File: src/rtl/weights_stream_reader.sv
// rtl/weights_stream_reader.sv - streams a contiguous run of weights ROM words through a 2-entry FIFO
module weights_stream_reader #(
  parameter int W_DATA = 3,
  parameter int W_ADDR = 12,
  parameter int W_CNT  = 12
) (
  input  logic              clk,
  input  logic              rst,
  input  logic              start,
  input  logic [W_ADDR-1:0] base_addr,
  input  logic [W_CNT-1:0]  count,
  output logic              busy,
  output logic              done,
  output logic              rom_en,
  output logic [W_ADDR-1:0] rom_addr,
  input  logic [W_DATA-1:0] rom_data,
  output logic              m_valid,
  input  logic              m_ready,
  output logic [W_DATA-1:0] m_data,
  output logic              m_last
);

  typedef enum logic {IDLE, FETCH} state_t;

  state_t            state;
  logic [W_ADDR-1:0] base_r;
  logic [W_CNT-1:0]  cnt_r;
  logic [W_CNT-1:0]  issued_cnt;
  logic [W_CNT-1:0]  beat_cnt;
  logic              inflight;
  logic [W_DATA-1:0] fifo_mem [2];
  logic              rd_ptr;
  logic              wr_ptr;
  logic [1:0]        fifo_cnt;
  logic              pop;
  logic              push;
  logic              last_hs;
  logic [2:0]        occ;

  assign pop     = m_valid && m_ready;
  assign push    = inflight;
  assign last_hs = pop && m_last;

  // Occupancy after this edge if a read were issued now; keeps FIFO + in-flight within 2.
  assign occ      = {1'b0, fifo_cnt} + {2'b00, inflight} - {2'b00, pop};
  assign rom_en   = (state == FETCH) && (issued_cnt < cnt_r) && (occ < 3'd2);
  assign rom_addr = base_r + W_ADDR'(issued_cnt);

  assign busy    = (state == FETCH);
  assign m_valid = (fifo_cnt != 2'd0);
  assign m_data  = fifo_mem[rd_ptr];
  assign m_last  = m_valid && (beat_cnt == cnt_r - W_CNT'(1));

  always_ff @(posedge clk) begin
    if (!rst) begin
      state       <= IDLE;
      done        <= 1'b0;
      base_r      <= '0;
      cnt_r       <= '0;
      issued_cnt  <= '0;
      beat_cnt    <= '0;
      inflight    <= 1'b0;
      fifo_mem[0] <= '0;
      fifo_mem[1] <= '0;
      rd_ptr      <= 1'b0;
      wr_ptr      <= 1'b0;
      fifo_cnt    <= 2'd0;
    end else begin
      done     <= 1'b0;
      inflight <= rom_en;
      if (rom_en)
        issued_cnt <= issued_cnt + W_CNT'(1);
      if (push) begin
        fifo_mem[wr_ptr] <= rom_data;
        wr_ptr           <= ~wr_ptr;
      end
      if (pop) begin
        rd_ptr   <= ~rd_ptr;
        beat_cnt <= beat_cnt + W_CNT'(1);
      end
      fifo_cnt <= fifo_cnt + {1'b0, push} - {1'b0, pop};

      case (state)
        IDLE: begin
          if (start) begin
            if (count != '0) begin
              state      <= FETCH;
              base_r     <= base_addr;
              cnt_r      <= count;
              issued_cnt <= '0;
              beat_cnt   <= '0;
            end else begin
              done <= 1'b1;
            end
          end
        end
        FETCH: begin
          if (last_hs) begin
            state <= IDLE;
            done  <= 1'b1;
          end
        end
        default: state <= IDLE;
      endcase
    end
  end

endmodule
File: config.mk
export PLATFORM = sky130hd
export DESIGN_NAME = weights_stream_reader
export DESIGN_NICKNAME = d
export VERILOG_FILES = /design/src/rtl/weights_stream_reader.sv
export SDC_FILE = /design/constraint.sdc
export NUM_CORES = 1
export LEC_CHECK = 0
export BUFFER_PORTS_ARGS = -buffer_cell sky130_fd_sc_hd__clkbuf_2
export CAP_MARGIN = 0
export CORE_MARGIN = 5
export CORE_UTILIZATION = 44
export CTS_BUF_LIST = sky130_fd_sc_hd__clkbuf_4 sky130_fd_sc_hd__clkbuf_8
export DETAILED_ROUTE_END_ITERATION = 12
export PLACE_DENSITY = 0.7
export SYNTH_ARGS = -nofsm -noshare
export SYNTH_HDL_FRONTEND = slang
export SYNTH_SLANG_ARGS = --single-unit
File: constraint.sdc
create_clock -name clk -period 3.62 [get_ports clk]
set_clock_uncertainty 0.1 [all_clocks]
set_input_delay 0.181 -clock clk [delete_from_list [all_inputs] [get_ports clk]]
set_output_delay 0.181 -clock clk [all_outputs]
set_load 0.05 [all_outputs]
* Yosys cells after proc, flatten, opt, wreduce, memory -nomap -nowiden
Memories as Yosys holds them, arrays and structs flattened. A register that Yosys moved wholly into a read port is not among the register bits. Index checks and enable logic that the tools add are counted.
Storage, ports and cells: output and inout port bits 20, word-level logic and storage cells 59, flip-flop bits (word level) 55, input port bits 31, memory bits (writable) 6, memories kept 1
Memory list:
- fifo_mem | depth 2, width 3, read ports 1, clocked after Yosys merged registers in 1, write ports 2, RTL line 31 | logic [W_DATA-1:0] fifo_mem [2];
Cells by class: $add $sub $neg 8, muxes and demuxes 25, bitwise gates (word level) 3, reductions and logical operators 9, equal/unequal tests 1, $lt $le $gt $ge 2
Operator list (count):
- 2-to-1 mux 12 bit | 8
- adder 12 x 1 -> 12 bit, second input constant | 2
- 2-to-1 mux 1 bit | 14
- adder 12 bit | 1
- equality test 12 bit | 1
- less-than comparator 12 bit | 1
- nonzero test 12 bit | 1
- subtractor 12 x 1 -> 12 bit, second input constant | 1
- logical AND 1 bit | 5
- one-hot mux 1 bit (2 select lines) | 2
- adder 2 x 1 -> 3 bit | 1
- less-than comparator 3 x 2 -> 1 bit, second input constant | 1
- 2-to-1 mux 3 bit | 1
- inverter 1 bit | 3
- AND reduction 3 bit | 1
- OR reduction 3 bit | 1
- subtractor 3 x 1 -> 3 bit | 1
- adder 2 x 1 -> 2 bit | 1
- nonzero test 2 bit | 1
- subtractor 2 x 1 -> 2 bit | 1

* Logic depth before layout (Yosys ltp)
depth after elaboration 9, mapped depth 13, mapped depth without buffers 12

* Worst setup path after synthesis
Ideal clock, no wire load.
path type register -> register, start register fifo_cnt[0], end register issued_cnt[7], clock period less this slack 2908 ps, required time 3392 ps, slack 712 ps, setup time 128 ps, data arrival time 2680 ps, path buffers 1, cell stages (with the launch flop) 13, path through dfxtp_1 > inv_1 > nand3_1 > o21ai_0 > ha_1 > fa_1 > nor4_1 > nand2_1 > o41ai_1 > buf_2 > nand4_1 > xor2_1 > nor2_1
On the way: cells in the longest elaborated chain, start to end 9, elaborated cells between the ends (all ways) 10, those cells by class 2 x add/sub; 1 x order compare; 4 x mux; 3 x reduce/logical
Ends and longest elaborated chain:
- start, declared | RTL line 34 | logic [1:0] fifo_cnt;
- start signal, assigned | RTL line 81 | fifo_cnt <= fifo_cnt + {1'b0, push} - {1'b0, pop};
- branches (longest 2 deep; another with adder 2 x 1 -> 3 bit)
- subtractor 3 x 1 -> 3 bit (*) | RTL line 45 | assign occ = {1'b0, fifo_cnt} + {2'b00, inflight} - {2'b00, pop};
- named net occ[1] | RTL line 38 | logic [2:0] occ;
- less-than comparator 3 x 2 -> 1 bit (*) | RTL line 46 | assign rom_en = (state == FETCH) && (issued_cnt < cnt_r) && (occ < 3'd2);
- logical AND 1 bit (*) | RTL line 46
- named net rom_en | RTL line 14 | output logic rom_en,
- 2-to-1 mux 12 bit (*) | RTL line 71 | if (rom_en)
- 2-to-1 mux 12 bit | RTL line 86 | if (count != '0) begin
- 2-to-1 mux 12 bit | RTL line 85 | if (start) begin
- 2-to-1 mux 12 bit (*) | RTL line 83 | case (state)
- end signal, assigned | RTL line 72 | issued_cnt <= issued_cnt + W_CNT'(1);
- end, declared | RTL line 28 | logic [W_CNT-1:0] issued_cnt;
Mark *: on every way through the listed nets, which the timed path passes. A chain may end at the register's enable or synchronous reset.

* Final worst setup path
start register fifo_cnt[0], end output port rom_en
On the way: cells in the longest elaborated chain, start to end 5, elaborated cells between the ends (all ways) 6, those cells by class 2 x add/sub; 1 x order compare; 3 x reduce/logical
Ends and longest elaborated chain (RTL line):
- branches (longest 2 deep; another with adder 2 x 1 -> 3 bit)
- subtractor 3 x 1 -> 3 bit (*) | 45
- named net occ[1] | 38
- less-than comparator 3 x 2 -> 1 bit (*) | 46
- logical AND 1 bit (*) | 46
- end, declared | 14
Marks and branches as above.

==> key figures <==
Status
  • Status: complete, no violations

Synth
  • Avg Inst Size Synth: between 8 and 9 um^2
  • Sequential share of the synthesized area: 0.358
  • Synth Instances: 427
  • Synth top area share: 0.309
  • Cell taking the most area after synthesis: dfxtp_1
  • Async SR Flop Fraction: 0
  • Seq cells post-synth: 62
  • Syn nets: 486
  • Top cells by instance count after synthesis: nand2_1, dfxtp_1, nor2_1
  • Synth warnings: 0
  • Dominant synthesized flop cell: dfxtp_1
  • Mapped Area: 0.00363 mm^2
  • Cell variety after synth: 47
  • Top post-synthesis cells by area: dfxtp_1, ha_1, nand2_1, xor2_1, a21boi_0
  • Count leader, synth: nand2_1
  • EDFF count, synth: 6

Clocking
  • CTS tree: built
  • Post-CTS resize count: 0
  • Clk pin slew, worst setup/hold paths: approximately 0.060 ns
  • CTS Root Cell: clkbuf_8
  • Clock tree sinks: 62
  • Longest Clk Path Bufs: 2
  • H-tree depth: 3
  • Setup bufs post-CTS: 0
  • Clk_lat worst skew: 0.34 ns
  • Total CTS buffers: 9

STA
  • RSZ-0062 raised after global routing: false
  • Hold_ws: 0.0140 ns
  • Fin worst setup slack: around 0.37 ns
  • Worst-Margin Slew: 0.850 ns
  • Minimum clock period: 3.25 ns
  • Slew HR: 0.432
  • Final Hold Fails: 0
  • Tcrit/Tclk final: 0.897
  • Total Negative Setup Slacks: 0 ns
  • Final setup viols: 0
  • Max frequency: between 300 and 400 MHz
  • Max-slew violations: 0

Global routing
  • Global route total overflow: 0
  • Number of global-route vias before repair: 3156
  • First-pass GRT wire length: 14200 um
  • Initial antenna violation count: 0
  • GRT Overall Usage: 0.175
  • Largest net degree at the start of global routing: 42

Power and ir drop
  • P_int: approximately 1.2 mW
  • IR drop worst, VDD: roughly 0.00018 V
  • Gate power share: 0.189
  • Power, Total: 1.73 mW
  • Psw: just under 500 uW
  • Pleak: 1.89 nW
  • Switch share: 0.287
  • Power share of the sequential group: 0.436
  • PwrDens: 394 mW/mm^2
  • Clock power frac: 0.375

Job
  • Max_cap viols: 0

Critical path
  • Slowest CP cell: fa_1
  • Crit path DAT: 2.97 ns
  • CP max stage delay: 0.46 ns
  • Req. time, crit path: 3.34 ns
  • CP Cell Sequence: inv_1, nand3_1, o21ai_0, ha_1, fa_1, nor4_1, nand2_1, o41ai_2, buf_4, clkbuf_2
  • CP Class: reg2out
  • Crit start category: flip-flop
  • Crit path max fanout: 12
  • Critical path endpoint category: output pin

Place
  • Area after DPL: approximately 0.0040 mm^2
  • Input/output buffers: 50
  • Dpl ws: 0.543 ns
  • Placed Instances: 568
  • GP Congestion: 0.818
  • Post-DP HPWL: 6070 um

Routing
  • Routed wire length per instance: approximately 14 um
  • Routed WL: ~8300 um
  • WL met3: 406 um
  • Met1 wire length: 3680 um
  • DRT iter0 DRCs: 115
  • DRC viols: 0
  • Antenna viol nets, final: 0
  • First-pass detailed-route iteration total: 4
  • Max layer used: met4
  • Vias per cell: 5.25
  • Vias after detailed routing: 3172
  • Met2 wire length: 4080 um

Floorplan
  • Core ar.: roughly 0.008 mm^2
  • Initial Util: 0.446
  • Die area: 0.0102 mm^2
  • Die Ht: 101 um
  • Die width: 101 um
  • FP Rows: 33
  • IO Count: 51

Layout
  • Non-filler cells, final: approximately 600
  • Layout cells sized above 1: 0.162
  • Synthesis-to-finish area growth: 20.8%
  • Final Core Density: 0.539
  • Reg area: around 0.0013 mm^2
  • # nets final: 553
  • Layout fillers: 743
  • Design Area, Final: 0.00439 mm^2
  • Area of the multi-input gates: 0.00219 mm^2
  • Antenna diodes: 0

Worst hold path
  • Type of the worst min-delay path: in2reg
## cell families (layout without fill, tap and decap cells)
kind of cell,after synthesis,after routing,share of synthesized area
simple gates,177,177,0.240
compound gates,72,72,0.137
flops,62,62,0.358
xor+xnor,44,44,0.106
buf+inv,38,110,0.0403
fa+ha+maj,28,28,0.101
mux,6,6,0.0176
## worst max-delay path: cells and delay by family, from the launching register on
kind            cells  cell delay [ns]
fa+ha+maj           2             0.66
buf+inv             3             0.58
flops               1             0.33
simple gates        3             0.66
compound gates      2             0.39
## final timing paths
path	from	endpoint	slack (ns)	cells after the start
setup reg to reg	fifo_cnt[0]	issued_cnt[11]	0.55	12
hold reg to reg	base_r[3]	base_r[3]	0.37	2
setup / recovery	fifo_cnt[0]	rom_en	0.37	10
hold / removal	count[2]	cnt_r[2]	0.01	3
## flip-flops by register name, summed over array words and instances (netlist names), named ones only
name        cells
base_r         12
beat_cnt       12
busy            1
cnt_r          12
done            1
fifo_cnt        2
fifo_mem        6
inflight        1
issued_cnt     12
rd_ptr          1
wr_ptr          1
## cells in the final DEF (no fill, tap or decap), types with 2 or more instances in the layout
cell	synthesis	routed
clkbuf_8	0	12
nor2b_1	3	3
ha_1	26	26
mux2i_1	3	3
a21o_1	3	3
nor4_1	5	5
nor3_1	6	6
inv_1	22	22
a21boi_0	25	25
nor3b_1	2	2
and3_1	3	3
nor3_2	2	2
clkbuf_2	0	50
xor2_1	24	24
o21ai_0	11	11
nand4_1	12	12
edfxtp_1	6	6
nor2_1	33	33
or4b_4	2	2
nand2_1	68	68
a31oi_1	2	2
nand3_1	10	10
dfxtp_1	56	56
nand2b_1	7	7
mux2_2	3	3
and2_1	11	11
o211ai_1	3	3
o21a_1	4	4
and4_1	2	2
or2_2	2	2
a211o_1	3	3
a311oi_1	2	2
or3_1	6	6
fa_1	2	2
buf_4	0	2
dlygate4sd3_1	0	20
a21oi_1	11	11
xnor2_1	20	20
## area by class of cell
cell class	instances	share of cell area
Timing Repair Buffer	72	0.106
Sequential cell	62	0.297
Multi-Input combinational cell	327	0.499
Clock buffer	13	0.0394
Tap cell	105	0.0300
Inverter	22	0.0188
Clock inverter	3	0.00970
## power groups by stage
stage                     Clock [mW]  Combinational, mW  Sequential (mW)
after floorplan                    0              0.236            0.760
after global placement             0              0.302            0.767
after detailed placement           0              0.311            0.768
after CTS                      0.664              0.329            0.753
after global routing           0.694              0.358            0.757
final                          0.647              0.327            0.753
## per-layer routing
layer,vias up,global-route usage
met5,-,0
met3,12,0.0478
met4,0,0.0570
met1,1486,0.209
met2,75,0.303
li1,1599,-
## repair_timing
item / 4_1_cts / 5_1_grt
setup endpoints to repair: 0 / 0
hold endpoints to repair: 20 / 0
hold buffers: 20 / 0
No activity file was read; power rests on OpenSTA's default activity.
